===== config.mk =====
export PLATFORM = sky130hd
export DESIGN_NAME = spi_reg_ctrl_flat
export DESIGN_NICKNAME = d
export VERILOG_FILES = /design/src/rtl/spi_reg_ctrl_if.sv /design/src/rtl/spi_reg_ctrl.sv /design/src/flat_wrapper.sv
export SDC_FILE = /design/constraint.sdc
export NUM_CORES = 1
export LEC_CHECK = 0
export BUFFER_PORTS_ARGS = -buffer_cell sky130_fd_sc_hd__buf_2
export CAP_MARGIN = 40
export CORE_ASPECT_RATIO = 1.1
export CORE_MARGIN = 4
export CORE_UTILIZATION = 43
export CTS_CLUSTER_DIAMETER = 50
export CTS_CLUSTER_SIZE = 14
export DETAILED_ROUTE_END_ITERATION = 10
export GPL_ROUTABILITY_DRIVEN = 1
export HOLD_SLACK_MARGIN = 0.02
export PLACE_DENSITY = 0.7
export SYNTH_ARGS = -nofsm -noshare
export SYNTH_HDL_FRONTEND = slang
export SYNTH_SLANG_ARGS = --single-unit

===== constraint.sdc =====
create_clock -name clk -period 3.3 [get_ports clk]
set_input_delay 0.66 -clock clk [delete_from_list [all_inputs] [get_ports clk]]
set_output_delay 0.66 -clock clk [all_outputs]
set_load 0.01 [all_outputs]

===== src/rtl/spi_reg_ctrl_if.sv =====
// Byte-level link between the SPI shifter, the transaction controller and the register bank.
// The master side is the environment around the controller, and the slave side is the controller itself.
interface spi_reg_ctrl_if #(
    parameter int AW = 4
);
    logic          ss_active;
    logic          rx_valid;
    logic [7:0]    rx_byte;
    logic [7:0]    tx_byte;
    logic [AW-1:0] reg_addr;
    logic [7:0]    reg_wdata;
    logic          reg_we;
    logic          reg_re;
    logic [7:0]    reg_rdata;
    logic          cmd_err;
    logic          busy;

    modport master (
        output ss_active, rx_valid, rx_byte, reg_rdata,
        input  tx_byte, reg_addr, reg_wdata, reg_we, reg_re, cmd_err, busy
    );

    modport slave (
        input  ss_active, rx_valid, rx_byte, reg_rdata,
        output tx_byte, reg_addr, reg_wdata, reg_we, reg_re, cmd_err, busy
    );
endinterface


===== src/rtl/spi_reg_ctrl.sv =====
// SPI transaction controller: decodes the command byte, then streams register reads/writes
// with optional auto-increment, and prefetches read data into the next outgoing byte.
module spi_reg_ctrl #(
    parameter int          NREG    = 16,
    parameter int          AW      = 4,
    parameter logic [7:0]  ID_BYTE = 8'hA5
) (
    input logic           clk,
    input logic           rst,
    spi_reg_ctrl_if.slave bus
);

    typedef enum logic [2:0] {
        IDLE,
        CMD,
        RD_WAIT,
        READ,
        WRITE,
        DISCARD
    } state_t;

    localparam logic [AW-1:0] ADDR_LAST = AW'(NREG - 1);

    state_t        state, state_n;
    logic          ss_prev;
    logic [AW-1:0] addr, addr_n, addr_inc;
    logic          inc, inc_n;
    logic [7:0]    tx, tx_n;
    logic [7:0]    wdata, wdata_n;
    logic          we, we_n;
    logic          re, re_n;
    logic          err, err_n;

    assign addr_inc = (addr == ADDR_LAST) ? '0 : addr + 1'b1;

    // ss_prev resets high so a frame already in progress at reset is not mistaken for a new one.
    always_ff @(posedge clk) begin
        if (rst) begin
            state   <= IDLE;
            ss_prev <= 1'b1;
            addr    <= '0;
            inc     <= 1'b0;
            tx      <= ID_BYTE;
            wdata   <= 8'h00;
            we      <= 1'b0;
            re      <= 1'b0;
            err     <= 1'b0;
        end else begin
            state   <= state_n;
            ss_prev <= bus.ss_active;
            addr    <= addr_n;
            inc     <= inc_n;
            tx      <= tx_n;
            wdata   <= wdata_n;
            we      <= we_n;
            re      <= re_n;
            err     <= err_n;
        end
    end

    always_comb begin
        state_n = state;
        addr_n  = addr;
        inc_n   = inc;
        tx_n    = tx;
        wdata_n = wdata;
        we_n    = 1'b0;
        re_n    = 1'b0;
        err_n   = 1'b0;

        if (!bus.ss_active) begin
            state_n = IDLE;
            tx_n    = ID_BYTE;
        end else begin
            case (state)
                IDLE: begin
                    if (!ss_prev) state_n = CMD;
                end
                CMD: begin
                    if (bus.rx_valid) begin
                        if (bus.rx_byte[5:4] != 2'b00) begin
                            err_n   = 1'b1;
                            state_n = DISCARD;
                        end else begin
                            addr_n = bus.rx_byte[AW-1:0];
                            inc_n  = bus.rx_byte[6];
                            if (bus.rx_byte[7]) begin
                                re_n    = 1'b1;
                                state_n = RD_WAIT;
                            end else begin
                                state_n = WRITE;
                            end
                        end
                    end
                end
                // The first RD_WAIT cycle has reg_re high; the bank answers in the second one.
                RD_WAIT: begin
                    if (!re) begin
                        tx_n    = bus.reg_rdata;
                        state_n = READ;
                    end
                end
                READ: begin
                    if (bus.rx_valid) begin
                        if (inc) addr_n = addr_inc;
                        re_n    = 1'b1;
                        state_n = RD_WAIT;
                    end
                end
                WRITE: begin
                    if (we && inc) addr_n = addr_inc;
                    if (bus.rx_valid) begin
                        we_n    = 1'b1;
                        wdata_n = bus.rx_byte;
                    end
                end
                DISCARD: begin
                end
                default: state_n = IDLE;
            endcase
        end
    end

    assign bus.tx_byte   = tx;
    assign bus.reg_addr  = addr;
    assign bus.reg_wdata = wdata;
    assign bus.reg_we    = we;
    assign bus.reg_re    = re;
    assign bus.cmd_err   = err;
    assign bus.busy      = (state != IDLE);

endmodule


===== src/flat_wrapper.sv =====
// flat-port wrapper written by rule: the top's interface ports become plain ports
module spi_reg_ctrl_flat 
#(
    parameter int          NREG    = 16,
    parameter int          AW      = 4,
    parameter logic [7:0]  ID_BYTE = 8'hA5
)
  (clk, rst, bus_ss_active, bus_rx_valid, bus_rx_byte, bus_reg_rdata, bus_tx_byte, bus_reg_addr, bus_reg_wdata, bus_reg_we, bus_reg_re, bus_cmd_err, bus_busy);
  spi_reg_ctrl_if #(.AW(AW)) bus_i ();
  input logic clk;
  input logic rst;
  input wire logic [$bits(bus_i.ss_active)-1:0] bus_ss_active;
  input wire logic [$bits(bus_i.rx_valid)-1:0] bus_rx_valid;
  input wire logic [$bits(bus_i.rx_byte)-1:0] bus_rx_byte;
  input wire logic [$bits(bus_i.reg_rdata)-1:0] bus_reg_rdata;
  output wire logic [$bits(bus_i.tx_byte)-1:0] bus_tx_byte;
  output wire logic [$bits(bus_i.reg_addr)-1:0] bus_reg_addr;
  output wire logic [$bits(bus_i.reg_wdata)-1:0] bus_reg_wdata;
  output wire logic [$bits(bus_i.reg_we)-1:0] bus_reg_we;
  output wire logic [$bits(bus_i.reg_re)-1:0] bus_reg_re;
  output wire logic [$bits(bus_i.cmd_err)-1:0] bus_cmd_err;
  output wire logic [$bits(bus_i.busy)-1:0] bus_busy;
  assign bus_i.ss_active = bus_ss_active;
  assign bus_i.rx_valid = bus_rx_valid;
  assign bus_i.rx_byte = bus_rx_byte;
  assign bus_i.reg_rdata = bus_reg_rdata;
  assign bus_tx_byte = bus_i.tx_byte;
  assign bus_reg_addr = bus_i.reg_addr;
  assign bus_reg_wdata = bus_i.reg_wdata;
  assign bus_reg_we = bus_i.reg_we;
  assign bus_reg_re = bus_i.reg_re;
  assign bus_cmd_err = bus_i.cmd_err;
  assign bus_busy = bus_i.busy;
  spi_reg_ctrl #(.NREG(NREG), .AW(AW), .ID_BYTE(ID_BYTE)) u_core (.clk(clk), .rst(rst), .bus(bus_i));
endmodule

[Yosys cells after proc, flatten, opt, wreduce, memory -nomap -nowiden]
Cells that the tools add are included.
Cells by class
  add/subtract/negate cells: 1
  eq/ne operators: 13
  multiplexer cells: 20
  bitwise logic cells: 7
  reductions and logical operators: 14
Operator list (number)
  $mux W4: 6
  $mux W3: 6
  $pmux W3 S5: 1
  $pmux W4 S3: 1
  $ne A2 B2 Y1 const B: 5
  $not A1 Y1: 7
  $reduce_and A7 Y1: 1
  $eq A3 B2 Y1 const B: 2
  $eq A3 B3 Y1 const B: 2
  $reduce_bool A3 Y1: 2
  $mux W1: 5
  $reduce_and A5 Y1: 1
  $add A4 B1 Y4 const B: 1
  $eq A4 B4 Y1 const B: 1
  $ne A2 B1 Y1 const B: 2
  $reduce_and A4 Y1: 1
  $reduce_or A2 Y1: 2
  $reduce_or A4 Y1: 1
  $eq A3 B1 Y1 const B: 1
  $logic_not A3 Y1: 1
  $reduce_and A3 Y1: 1
  $reduce_or A3 Y1: 1
  $pmux W1 S2: 1
  $reduce_and A2 Y1: 1
  other kinds (2): 2
Word-level totals
  register bits after elaboration: 28
  bits of input ports: 20
  output and inout bits: 24

[Logic depth before layout (Yosys ltp)]
Gate-level depths: netlist of the first run.
  word-level depth: 5
  depth in mapped cells: 5
  gate-level depth less buffers: 5

[Least setup slack after synthesis of the first run]
Ideal clock, no wire load.
  kind: input -> register
  start: input port bus_rx_byte[4]
  end: register u_core.inc
  library setup time: 0.128 ns
  arrival time: 1.460 ns
  data required time: 3.172 ns
  path slack: 1.712 ns
  cell stages on the path: 4
  buffers on the path: 0
  path through: or2_2 -> nor4_1 -> mux2i_1 -> nor2_1
On the way
  longest elaborated chain between the ends: 3
Ends and longest elaborated chain
  start: declaration: RTL line flat_wrapper.sv:14  | input wire logic [$bits(bus_i.rx_byte)-1:0] bus_rx_byte;
  $reduce_bool A2 Y1: RTL line spi_reg_ctrl.sv:81  | if (bus.rx_byte[5:4] != 2'b00) begin
  $not A1 Y1 (no line)
  $reduce_and A4 Y1 (no line)
  end signal: assignment: RTL line spi_reg_ctrl.sv:52  | inc <= inc_n;
  end: declaration: RTL line spi_reg_ctrl.sv:27  | logic inc, inc_n;
Every way passes these cells.
A chain may end at the register's enable or synchronous reset.

[Worst setup path in the final report of the first run]
  start: register u_core.state[1]
  end: output port bus_busy
On the way
  longest elaborated chain between the ends: 1
Ends and longest elaborated chain
  start: declaration: RTL line spi_reg_ctrl.sv:24  | state_t state, state_n;
  start signal: assignment: RTL line spi_reg_ctrl.sv:49  | state <= state_n;
  $reduce_bool A3 Y1: RTL line spi_reg_ctrl.sv:130  | assign bus.busy = (state != IDLE);
  end: declaration: RTL line flat_wrapper.sv:22  | output wire logic [$bits(bus_i.busy)-1:0] bus_busy;
Every way passes these cells.

==> results.yml, run 1 <==
outcome:
  status: "completed"
power_and_ir_drop:
  power_density_nw_per_um2: 362
  peakVddDrop_uv: 197
  p_leak_nw: 0.630
  finalPower_mw: 0.551
floorplan:
  core_um2: 2780
  dieArea_um2: 3860
  fp.dieW_um: 59.6
  num_io_pins: 44
  fp.dieH_um: 64.7
  start_util: 0.453
  rows: 20
logic_synthesis:
  synth_top_cell_by_area: "dfxtp_1"
  synth_top_area_frac: 0.445
  avgSynthCellArea_um2: 9.06
  yosysSeqAreaShare: 0.445
  ys.flop_type: "dfxtp_1"
  synth_edf_count: 0
  syn_nets: 160
  postSynth.asyncResetShare: 0
  yosysWarnings: 0
  synth_commonest_cells: "dfxtp_1, nand2_1, a21oi_1"
  synth_area_um2: 1260
  synthMostInstantiatedCell: "dfxtp_1"
  synth_cell_types: 42
  synth_seq_cells: 28
  synthCells: 139
  synth.area.top_cells: "dfxtp_1, mux2i_1, nand2_1, a21oi_1, nor2_1"
cts:
  ctsRootBufferMaster: "clkbuf_4"
  cts_resized: 0
  cts_tree: "yes"
  cts_sinks: 28
  cts_made_buffers: 3
  postCtsSetupRepairBufs: 0
  cts_max_level: 1
  postCtsHoldBufs: 0
  clk_latency_ns: 0.33
  cts_buffer_depth: 2
  clk_pin_slew_worst_paths_ns: 0.15
routing:
  dr.pass1.iters: 4
  wirelength_um: 2810
  drtIter0Drc: 40
  remaining_drc_errors: 0
  via_per_inst: 5.50
  vias: 1167
  avgRoutedWirePerCell_um: 13.2
  ant_nets: 0
setup_path:
  cp_max_fo: 18
  setup.worst_path.class: "register to output pin"
  critPathLaunchType: "register"
  cp-end-kind: "output pin"
  crit_arrival_ns: 1.34
  cp.required_ns: 2.64
timing:
  tightest_slew_ns: 0.654
  clock_skew_ns: 0.00262
  holdWs_ns: 0.466
  maxSlewViolCount: 0
  setup_viol: 0
  fin_setup_tns_ns: 0
  rsz0062_at_grt: "false"
  fin_crit_sh: 0.606
  hold_violations: 0
  finalCriticalPeriod_ns: 2.00
  slew_headroom: 0.563
  max_freq_mhz: 500
global_routing:
  grt_pass1_wl_um: 4690
  antenna_found_initial: 0
  grt_pass1_vias: 1048
  grt_max_degree: 19
  track_usage: 0.154
  overflow: 0
cells_and_area:
  area_growth_pct: 20.8
  fin_util: 0.547
  nNetsFinal: 201
  fin_cells: 212
  final_layout_size_suffix_gt1_frac: 0.307
  diodes: 0
placed_design:
  io_buffers: 43
  dp_cells: 208
  finalWeightedCongestion: 0.808
  hpwl_um: 2140
flow_run:
  drv_cap: 0
min_path:
  hp-class: "register to register"
## final cells by class
type / count / area, um^2
tap: 33 / 41.3
fill: 251 / 1260
multi-input combinational: 102 / 656
clock buffer: 4 / 36.3
sequential: 28 / 561
timing repair buffer: 44 / 223
inverter: 1 / 3.75
## registers in the layout, summed over array words and instances (netlist names)
name and flops:
u_core.bus.reg_wdata 8, u_core.bus.tx_byte 8, u_core.ss_prev 1, u_core.state 3
u_core.bus.reg_we 1, u_core.bus.cmd_err 1, u_core.bus.reg_re 1, u_core.bus.reg_addr 4
u_core.inc 1
## power by group
group / internal (mW) / switching [mW]
clock network: 0.0676 / 0.101
logic: 0.0173 / 0.0215
registers: 0.340 / 0.00293
## worst paths after layout
check	slack [ns]	from	endpoint	cells past startpoint
worst max-delay path	1.30	u_core.state[1]	bus_busy	2
worst min-delay path	0.47	u_core.bus.tx_byte[6]	u_core.bus.tx_byte[6]	2
worst max register to register	1.64	u_core.state[1]	u_core.bus.tx_byte[4]	3
worst min register to register	0.47	u_core.bus.tx_byte[6]	u_core.bus.tx_byte[6]	2
## metal layers
layer,vias to the layer above,wire length (um),GRT usage
li1,577,-,-
met1,541,1200,0.196
met2,44,1340,0.258
met3,5,223,0.0179
met4,0,46,0.0665
met5,-,0,0
## per-stage QoR
stage               worst slack, ns  instance area, um^2
floorplan                      1.71                 1260
finish                         1.30                 1520
CTS                            1.30                 1520
global placement               1.57                 1480
global route                   1.22                 1520
detailed placement             1.48                 1480
## worst max-delay path: stages (launching register included)
cell	delay, ns
dfxtp_1	0.50
or3_1	0.36
buf_2	0.14
## cells by family after synthesis
kind of cell	Yosys count	share of synthesized area
compound gates	30	0.155
fa+ha+maj	1	0.00994
buf+inv	9	0.0388
flops	28	0.445
mux	11	0.0875
simple gates	60	0.263
## cell usage in the layout, fill, tap and decap left out, drive strengths merged, types with 3 or more instances in the layout
cell type and instances:
o21ai 3, mux2i 11, nand2 20, dfxtp 28, nand2b 3, nor3 3, clkbuf 4, a21oi 12
nand3 4, nor2 11, buf 44, nor2b 4
(Power assumes the default switching activity.)
==> inputs of run 2 (changes only) <==
--- a/config.mk
+++ b/config.mk
@@ -15,7 +15,7 @@
 export DETAILED_ROUTE_END_ITERATION = 10
 export GPL_ROUTABILITY_DRIVEN = 1
 export HOLD_SLACK_MARGIN = 0.02
-export PLACE_DENSITY = 0.7
+export PLACE_DENSITY = 0.73
 export SYNTH_ARGS = -nofsm -noshare
 export SYNTH_HDL_FRONTEND = slang
 export SYNTH_SLANG_ARGS = --single-unit
==> constraint.sdc (replaced) <==
create_clock -name clk -period 1.7 [get_ports clk]
set_input_delay 0.34 -clock clk [delete_from_list [all_inputs] [get_ports clk]]
set_output_delay 0.34 -clock clk [all_outputs]
set_load 0.01 [all_outputs]
==> results.yml, run 2 (synthesis results as in run 1) <==
outcome:
  status: "completed"
floorplan:
  rows: 20
  fp.dieW_um: 59.6
  fp.dieH_um: 64.7
  num_io_pins: 44
  core_um2: 2780
  start_util: 0.453
  dieArea_um2: 3860
setup_path:
  setup.worst_path.class: "register to output pin"
  cp_max_fo: 6
  critPathLaunchType: "register"
  timing.rr.start: "u_core.state[2]"
  crit_arrival_ns: 1.29
  cp-end-kind: "output pin"
  crit_start: "u_core.state[1]"
  cp.required_ns: 1.36
routing:
  remaining_drc_errors: 0
  drtIter0Drc: 49
  dr.pass1.iters: 4
  avgRoutedWirePerCell_um: 13.1
  ant_nets: 0
  wirelength_um: 2840
  via_per_inst: 5.45
  vias: 1183
flow_run:
  drv_cap: 0
power_and_ir_drop:
  p_seq_frac: 0.651
  p_sw_frac: 0.236
  finalPower_mw: 1.02
  peakVddDrop_uv: 337
  internal-power_mw: 0.779
  p_leak_nw: 0.657
  switchingPower_mw: 0.241
  pwr-share-clk: 0.271
  pwr-share-comb: 0.078
  power_density_nw_per_um2: 655
timing:
  finalCriticalPeriod_ns: 1.63
  max_freq_mhz: 612
  setup_viol: 0
  tightest_slew_ns: 0.496
  rsz0062_at_grt: "false"
  hold_violations: 0
  clock_skew_ns: 0.00583
  fin_crit_sh: 0.961
  holdWs_ns: 0.217
  slew_headroom: 0.666
  fin_setup_tns_ns: 0
  maxSlewViolCount: 0
cts:
  cts_buffer_depth: 2
  cts_sinks: 28
  clk_latency_ns: 0.33
  cts_max_level: 1
  clk_pin_slew_worst_paths_ns: 0.15
  cts_tree: "yes"
  ctsRootBufferMaster: "clkbuf_4"
  postCtsHoldBufs: 0
  cts_made_buffers: 3
min_path:
  hp-class: "input port to register"
  hp-start: "bus_reg_rdata[0]"
placed_design:
  io_buffers: 43
  finalWeightedCongestion: 0.835
  dp_cells: 213
  hpwl_um: 2130
cells_and_area:
  most-common-layout-cells: "buf_2, dfxtp_1, nand2_1"
  final_common_cell: "buf_2"
  final_layout_size_suffix_gt1_frac: 0.342
  fin_cells: 217
  fin_util: 0.561
  diodes: 0
  area_growth_pct: 23.8
  nNetsFinal: 207
global_routing:
  overflow: 0
  antenna_found_initial: 0
  grt_pass1_vias: 1063
  grt_max_degree: 19
  track_usage: 0.154
  grt_pass1_wl_um: 4650
## run 2: cell type report
type	instances	area, um^2
Inverter	1	3.75
Tap cell	33	41.3
Timing Repair Buffer	50	268
Multi-Input combinational cell	102	656
Sequential cell	28	567
Fill cell	247	1220
Clock buffer	3	22.5
## run 2: stage by stage
stage / cell area [um^2] / worst slack [ns]
after floorplan: 1260 / 0.349
after global routing: 1560 / 0.0183
after detailed placement: 1520 / 0.179
final: 1560 / 0.0663
after CTS: 1560 / 0.00204
after global placement: 1520 / 0.223
## run 2: power groups by stage
stage / clock (mW) / combinational, mW / sequential [mW]
final: 0.276 / 0.0794 / 0.665
after global routing: 0.313 / 0.0887 / 0.666
after CTS: 0.282 / 0.0795 / 0.664
after detailed placement: 0 / 0.0789 / 0.680
after global placement: 0 / 0.0774 / 0.680
after floorplan: 0 / 0.0394 / 0.678
## run 2: per-layer routing
| metal | wire length [um] | up-vias | global-route usage |
|---|---|---|---|
| met2 | 1260 | 50 | 0.240 |
| met4 | 39 | 0 | 0.0554 |
| li1 | - | 590 | - |
| met5 | 0 | - | 0 |
| met1 | 1280 | 539 | 0.207 |
| met3 | 257 | 4 | 0.0319 |
## run 2: worst max-delay path, cell delays in order (launching register included)
cell and delay (ns):
dfxtp_4 0.37, buf_4 0.15, or3_1 0.30, buf_2 0.14
## run 2: path summary, 6_finish.rpt
path	endpoint	cells after the start	slack, ns
worst min register to register	u_core.bus.tx_byte[1]	2	0.47
worst max-delay path	bus_busy	3	0.07
worst min-delay path	u_core.bus.tx_byte[0]	3	0.22
worst max register to register	u_core.bus.reg_addr[2]	5	0.13
## run 2: repair_timing
| action | in CTS | in global routing |
|---|---|---|
| gates resized for setup | 2 | 2 |
| buffers inserted | 1 | 1 |
| setup endpoints to repair | 1 | 3 |
| pin swaps | 0 | 0 |
